===== src/rtl/cosmos_sched_pkg.sv =====
// Shared types and helpers for the constraint evaluation scheduler.
package cosmos_sched_pkg;

    typedef enum logic [1:0] {
        ST_IDLE,
        ST_SETTLE,
        ST_SCAN,
        ST_RESP
    } sched_state_e;

    // Bits needed to hold 0..n-1, never less than one.
    function automatic int cnt_width(input int n);
        return (n <= 2) ? 1 : $clog2(n);
    endfunction

endpackage


===== src/rtl/sat_counter.sv =====
// Up-counter that sticks at all-ones instead of wrapping.
module sat_counter #(
    parameter int W = 16
) (
    input  logic         clk,
    input  logic         rst,
    input  logic         inc,
    output logic [W-1:0] count
);

    logic [W-1:0] count_q, count_d;

    always_comb begin
        count_d = count_q;
        if (inc && (count_q != {W{1'b1}})) begin
            count_d = count_q + W'(1);
        end
    end

    always_ff @(posedge clk) begin
        if (rst) begin
            count_q <= '0;
        end else begin
            count_q <= count_d;
        end
    end

    assign count = count_q;

endmodule


===== src/rtl/constraint_eval_sched.sv =====
// Registers a candidate for external constraint checkers, scans their verdict
// bits one per cycle and reports the first failing index or an overall pass.
module constraint_eval_sched
    import cosmos_sched_pkg::*;
#(
    parameter int NUM_CONS = 16,
    parameter int CAND_W   = 55,
    parameter int SETTLE   = 1,
    parameter int CNT_W    = 16
) (
    input  logic                             clk,
    input  logic                             rst,
    input  logic                             cand_valid,
    output logic                             cand_ready,
    input  logic [CAND_W-1:0]                cand_data,
    output logic [CAND_W-1:0]                eval_data,
    input  logic [NUM_CONS-1:0]              cons_ok,
    output logic                             res_valid,
    input  logic                             res_ready,
    output logic                             res_pass,
    output logic [cnt_width(NUM_CONS)-1:0]   res_fail_idx,
    output logic [CNT_W-1:0]                 pass_count,
    output logic [CNT_W-1:0]                 fail_count
);

    localparam int IDX_W = cnt_width(NUM_CONS);
    localparam int SET_W = cnt_width(SETTLE + 1);
    localparam logic [IDX_W-1:0] LAST_IDX  = IDX_W'(NUM_CONS - 1);
    localparam logic [SET_W-1:0] SETTLE_LD = SET_W'(SETTLE);

    sched_state_e      state_q, state_d;
    logic [CAND_W-1:0] eval_q, eval_d;
    logic [IDX_W-1:0]  idx_q, idx_d;
    logic [SET_W-1:0]  settle_q, settle_d;
    logic              pass_q, pass_d;
    logic [IDX_W-1:0]  fail_idx_q, fail_idx_d;
    logic              res_hs;

    always_comb begin
        state_d    = state_q;
        eval_d     = eval_q;
        idx_d      = idx_q;
        settle_d   = settle_q;
        pass_d     = pass_q;
        fail_idx_d = fail_idx_q;
        case (state_q)
            ST_IDLE: begin
                if (cand_valid) begin
                    eval_d   = cand_data;
                    idx_d    = '0;
                    settle_d = SETTLE_LD;
                    state_d  = (SETTLE == 0) ? ST_SCAN : ST_SETTLE;
                end
            end
            ST_SETTLE: begin
                // Counter holds the cycles still to spend, including this one.
                settle_d = settle_q - SET_W'(1);
                if (settle_q <= SET_W'(1)) begin
                    state_d = ST_SCAN;
                end
            end
            ST_SCAN: begin
                if (!cons_ok[idx_q]) begin
                    pass_d     = 1'b0;
                    fail_idx_d = idx_q;
                    state_d    = ST_RESP;
                end else if (idx_q == LAST_IDX) begin
                    pass_d     = 1'b1;
                    fail_idx_d = '0;
                    state_d    = ST_RESP;
                end else begin
                    idx_d = idx_q + IDX_W'(1);
                end
            end
            ST_RESP: begin
                if (res_ready) begin
                    state_d = ST_IDLE;
                end
            end
            default: state_d = ST_IDLE;
        endcase
    end

    always_ff @(posedge clk) begin
        if (rst) begin
            state_q    <= ST_IDLE;
            eval_q     <= '0;
            idx_q      <= '0;
            settle_q   <= '0;
            pass_q     <= 1'b0;
            fail_idx_q <= '0;
        end else begin
            state_q    <= state_d;
            eval_q     <= eval_d;
            idx_q      <= idx_d;
            settle_q   <= settle_d;
            pass_q     <= pass_d;
            fail_idx_q <= fail_idx_d;
        end
    end

    // All outputs come straight from flops; cons_ok only feeds next-state logic.
    assign cand_ready   = (state_q == ST_IDLE);
    assign res_valid    = (state_q == ST_RESP);
    assign eval_data    = eval_q;
    assign res_pass     = pass_q;
    assign res_fail_idx = fail_idx_q;
    assign res_hs       = res_valid && res_ready;

    sat_counter #(.W(CNT_W)) u_pass_cnt (
        .clk   (clk),
        .rst   (rst),
        .inc   (res_hs && pass_q),
        .count (pass_count)
    );

    sat_counter #(.W(CNT_W)) u_fail_cnt (
        .clk   (clk),
        .rst   (rst),
        .inc   (res_hs && !pass_q),
        .count (fail_count)
    );

endmodule

===== config.mk =====
export PLATFORM = sky130hd
export DESIGN_NAME = constraint_eval_sched
export DESIGN_NICKNAME = d
export VERILOG_FILES = /design/src/rtl/cosmos_sched_pkg.sv /design/src/rtl/sat_counter.sv /design/src/rtl/constraint_eval_sched.sv
export SDC_FILE = /design/constraint.sdc
export NUM_CORES = 1
export LEC_CHECK = 0
export BUFFER_PORTS_ARGS = -buffer_cell sky130_fd_sc_hd__clkbuf_2
export CAP_MARGIN = 20
export CORE_ASPECT_RATIO = 1.2
export CORE_MARGIN = 4
export CORE_UTILIZATION = 48
export DETAILED_ROUTE_END_ITERATION = 12
export HOLD_SLACK_MARGIN = 0.08
export PLACE_DENSITY = 0.9
export SYNTH_ARGS = -nofsm -noshare
export SYNTH_HDL_FRONTEND = slang
export SYNTH_SLANG_ARGS = --single-unit
export TNS_END_PERCENT = 50

===== constraint.sdc =====
create_clock -name clk -period 2.2 [get_ports clk]
set_input_delay 0.22 -clock clk [delete_from_list [all_inputs] [get_ports clk]]
set_output_delay 0.22 -clock clk [all_outputs]
set_load 0.02 [all_outputs]

==> out/qor.csv <==
stage,metric,value,unit
sta,setup TNS,0,ns
pwr,Leakage,2.54,nW
job,number of max-cap violations,0,
worst_hold_path,type of the worst min-delay path,in2reg,
sta,Max Slew Vio Count,0,
pwr,Sw Pwr,1.72,mW
global_route,grt total ovfl,0,
detailed_routing,max layer used,met4,
detailed_routing,Met2 Wirelength,6490,microns
sta,Least-Margin Pin Slew,0.683,ns
critical_path,Worst Reg-to-Reg Cells,5,
status,status,finished clean,
cells_and_area,Final #Nets,805,
logic_synthesis,ys async rst share,0,%
critical_path,worst path arrival time,2.16,ns
floorplan,row count,37,
cells_and_area,FF+latch area,0.00196,sq mm
floorplan,Initial Util,49.1,%
sta,Final Cycle Share,86.9,%
critical_path,crit path kind,reg2reg,
logic_synthesis,Post-Synth Simple-Gate Area,26.8,%
global_route,initial antenna violation count,0,
logic_synthesis,main combinational cell family by area after synthesis,simple AND/OR/NAND/NOR gates,
floorplan,DIE AREA,0.0103,sq mm
cells_and_area,Ant. Diodes,0,
clocking,Post-CTS Resized,0,
logic_synthesis,xor/xnor share of the synthesized area,5.23,%
logic_synthesis,sequential fraction of the synthesis area,46.9,%
worst_hold_path,hold_sp,cand_data[23],
critical_path,Crit-path slowest cell,nor4_1,
pwr,sequential share of power,43.6,%
pwr,Final Power,4.84,mW
sta,Final Setup Violations,0,
sta,RSZ-0062 raised after global routing,no,
critical_path,reg-to-reg endpoint,u_fail_cnt.count[4]$_SDFFE_PP0P_,
critical_path,crit start category,flip-flop,
detailed_routing,initial drt markers,315,
place,dpl hpwl,7960,microns
detailed_routing,DR vias/cell,5.31,
sta,fmax,0.523,GHz
critical_path,Worst Path Required,2.45,ns
cells_and_area,# fillers,659,
global_route,gr usage total,23.7,%
global_route,vias in the first global route,4389,
clocking,clock-pin slew on the worst setup and hold paths,0.09,ns
detailed_routing,drt pass-1 iters,5,
logic_synthesis,ys flop type,dfxtp_1,
logic_synthesis,compound-cell area share of the yosys netlist,12.7,%
cells_and_area,layout cell share with drive strength beyond 1,27.2,%
clocking,Clock Path Buffers,2,
clocking,CTS Buf Count,9,
pwr,VDD IR max,514,uV
logic_synthesis,"Avg Cell Area, Syn",8.17,sq um
logic_synthesis,Syn Nets,593,
detailed_routing,via count,4492,
clocking,CTS H-Tree Depth,3,
pwr,sw frac,35.6,%
logic_synthesis,number of distinct library cells after synthesis,48,
sta,Tmin final,1.91,ns
logic_synthesis,"EDFF count, synth",0,
cells_and_area,Area Overhead vs Synth,40.5,%
critical_path,crit path cell chain,nand4_1 > nor4_1 > nor3b_1 > xnor2_1 > nor2_1,
logic_synthesis,Post-Synthesis Cell Area,0.00418,sq mm
critical_path,"critical path fanouts, max",7,
critical_path,FF-to-FF Start,u_fail_cnt.count[3]$_SDFFE_PP0P_,
clocking,clock sinks,98,
critical_path,crit end category,flip-flop,
logic_synthesis,Synth Instances,512,
clocking,Post-CTS Setup Bufs,0,
pwr,Gate power share,32.0,%
pwr,Pint,3.12,mW
detailed_routing,Routed met1 length,4360,microns
critical_path,register-to-register setup slack,0.29,ns
clocking,CTS tree,built,
logic_synthesis,adder-cell share of the synthesized area,1.79,%
floorplan,Die X,93.2,microns
detailed_routing,drc violations,0,
clocking,clk_lat worst skew,0.36,ns
logic_synthesis,multiplexer share of the synthesized area,3.17,%
sta,endpoints failing hold,0,
worst_hold_path,WHS Endpoint,eval_data[23]$_SDFFE_PP0P_,
cells_and_area,footprint of the multi-input gates,0.00208,sq mm
detailed_routing,DR WL/cell,14.5,microns
place,gpl congestion,0.940,
pwr,PD cells,823,mW/mm^2
logic_synthesis,Seq cells post-synth,98,
global_route,global-route wire length before repair,19600,microns
floorplan,Core Footprint,0.00852,sq mm
sta,max_slew headroom,54.0,%
critical_path,CP peak stage delay,0.69,ns
detailed_routing,DR WL met3,1020,microns
floorplan,Die Y,110,microns
logic_synthesis,Synth warnings,0,
place,Port Buffers,168,
worst_hold_path,hold depth,3,
detailed_routing,Routed Antenna Nets,0,
sta,Final Skew,0.00822,ns
detailed_routing,DRT Wirelength,12300,microns
clocking,CTS root buf,clkbuf_8,
global_route,pin count of the biggest net entering global routing,56,
floorplan,I/O Pins,169,
pwr,Clk network pwr share,24.5,%
-- through the flow --
step	util [%]	hold slack [ns]	setup slack [ns]	cell area, sq um	std cells
2_1_floorplan	-	0.356	0.275	4180	512
3_3_place_gp	60.5	0.441	0.402	5150	778
3_5_place_dp	60.5	0.446	0.331	5150	778
4_1_cts	68.9	0.0818	0.308	5870	845
5_1_grt	69.0	0.103	0.0896	5880	846
6_report	69.0	0.101	0.289	5880	846
-- power by group through the flow --
stage	clock network (mW)	logic, mW	registers, mW
6_report	1.18	1.55	2.11
5_1_grt	1.28	1.69	2.13
4_1_cts	1.21	1.52	2.10
3_5_place_dp	0	1.45	2.14
3_3_place_gp	0	1.40	2.13
2_1_floorplan	0	0.734	2.35
-- worst max path at each step --
stage                                           from  slack (ns)                                end  cells after the start
finish              u_fail_cnt.count[3]$_SDFFE_PP0P_        0.29   u_fail_cnt.count[4]$_SDFFE_PP0P_                      5
global route        u_fail_cnt.count[3]$_SDFFE_PP0P_        0.09   u_fail_cnt.count[4]$_SDFFE_PP0P_                      5
CTS                 u_fail_cnt.count[3]$_SDFFE_PP0P_        0.31   u_fail_cnt.count[4]$_SDFFE_PP0P_                      5
detailed placement             idx_q[0]$_SDFFE_PP0P_        0.33              idx_q[3]$_SDFFE_PP0P_                      5
global placement               idx_q[0]$_SDFFE_PP0P_        0.40            state_q[0]$_SDFFE_PP0P_                      6
floorplan                    state_q[1]$_SDFFE_PP0P_        0.27  u_fail_cnt.count[11]$_SDFFE_PP0P_                      6
-- worst max-delay path, delay by kind of cell (launching register included) --
| family | cells | cell delay, ns |
|---|---|---|
| XOR/XNOR | 1 | 0.18 |
| AND/OR/NAND/NOR | 4 | 1.17 |
| flip-flops | 1 | 0.44 |
-- cells by family (layout without fill, tap and decap cells) --
group	after synthesis	after routing
AOI/OAI and AO/OA	93	93
xor gates and xnor gates	25	25
adders and majority gates	6	6
buffers and inverters	35	252
DFF	98	98
muxes	12	12
and+or+nand+nor	243	243
-- cell type report --
type / count / share of cell area [%]
sequential: 98 / 33.4
timing repair buffer: 227 / 24.7
inverter: 9 / 0.575
multi-input combinational: 379 / 35.4
clock buffer: 12 / 2.64
clock inverter: 4 / 0.830
tap: 117 / 2.49
-- synth_stat cells (4+ instances only) --
master | n | area [sq um]
clkbuf_1 | 18 | 67.6
buf_1 | 5 | 18.8
or3_1 | 4 | 25.0
xnor2_1 | 11 | 96.3
o2111ai_1 | 4 | 35.0
a31oi_1 | 4 | 25.0
o21ai_0 | 7 | 35.0
nand4_1 | 10 | 62.6
a21oi_1 | 63 | 315
ha_1 | 6 | 75.1
nand3_1 | 13 | 65.1
nand2b_1 | 10 | 62.6
mux2i_1 | 11 | 110
nand2_1 | 130 | 488
nor3_1 | 10 | 50.1
dfxtp_1 | 98 | 1960
and3_1 | 5 | 31.3
xor2_1 | 14 | 123
nor2_1 | 36 | 135
inv_1 | 9 | 33.8
-- flip-flops by register name, indices dropped and copies added (netlist names) --
| name | count |
|---|---|
| eval_data | 55 |
| idx_q | 4 |
| res_fail_idx | 4 |
| res_pass | 1 |
| state_q | 2 |
| u_fail_cnt.count | 16 |
| u_pass_cnt.count | 16 |
-- layer usage --
metal | vias up | GRT usage (%)
met5 | - | 0
met4 | 0 | 12.3
met3 | 43 | 6.31
met2 | 226 | 43.2
met1 | 2058 | 24.9
li1 | 2165 | -
-- cells in the final DEF (no fill, tap or decap), types with 2 or more instances in the layout --
cell,n
a21oi_1,63
nor3_1,10
nor2_1,36
o2111ai_1,4
nor3b_1,3
nor2b_1,3
o21ai_1,2
inv_1,9
or2_2,2
buf_4,4
dlygate4sd3_1,52
nor4_1,2
nand3_1,13
dfxtp_1,98
ha_1,6
nand3b_1,2
xor2_1,14
o32ai_1,2
clkbuf_2,167
nor4b_1,2
mux2i_1,11
o21ai_0,7
and3_1,5
nand2b_1,10
nand4_1,10
a31oi_1,4
or3_1,4
clkbuf_8,11
and2_1,2
o211ai_1,2
o21a_1,2
and4_1,3
buf_12,3
nand2_1,129
clkinv_2,2
xnor2_1,11
-- timing repair --
action | in CTS | in global routing
hold buffers | 51 | 1
endpoints found under the hold margin | 51 | 1
endpoints found under the setup margin | 0 | 0
(Power assumes the default switching activity.)
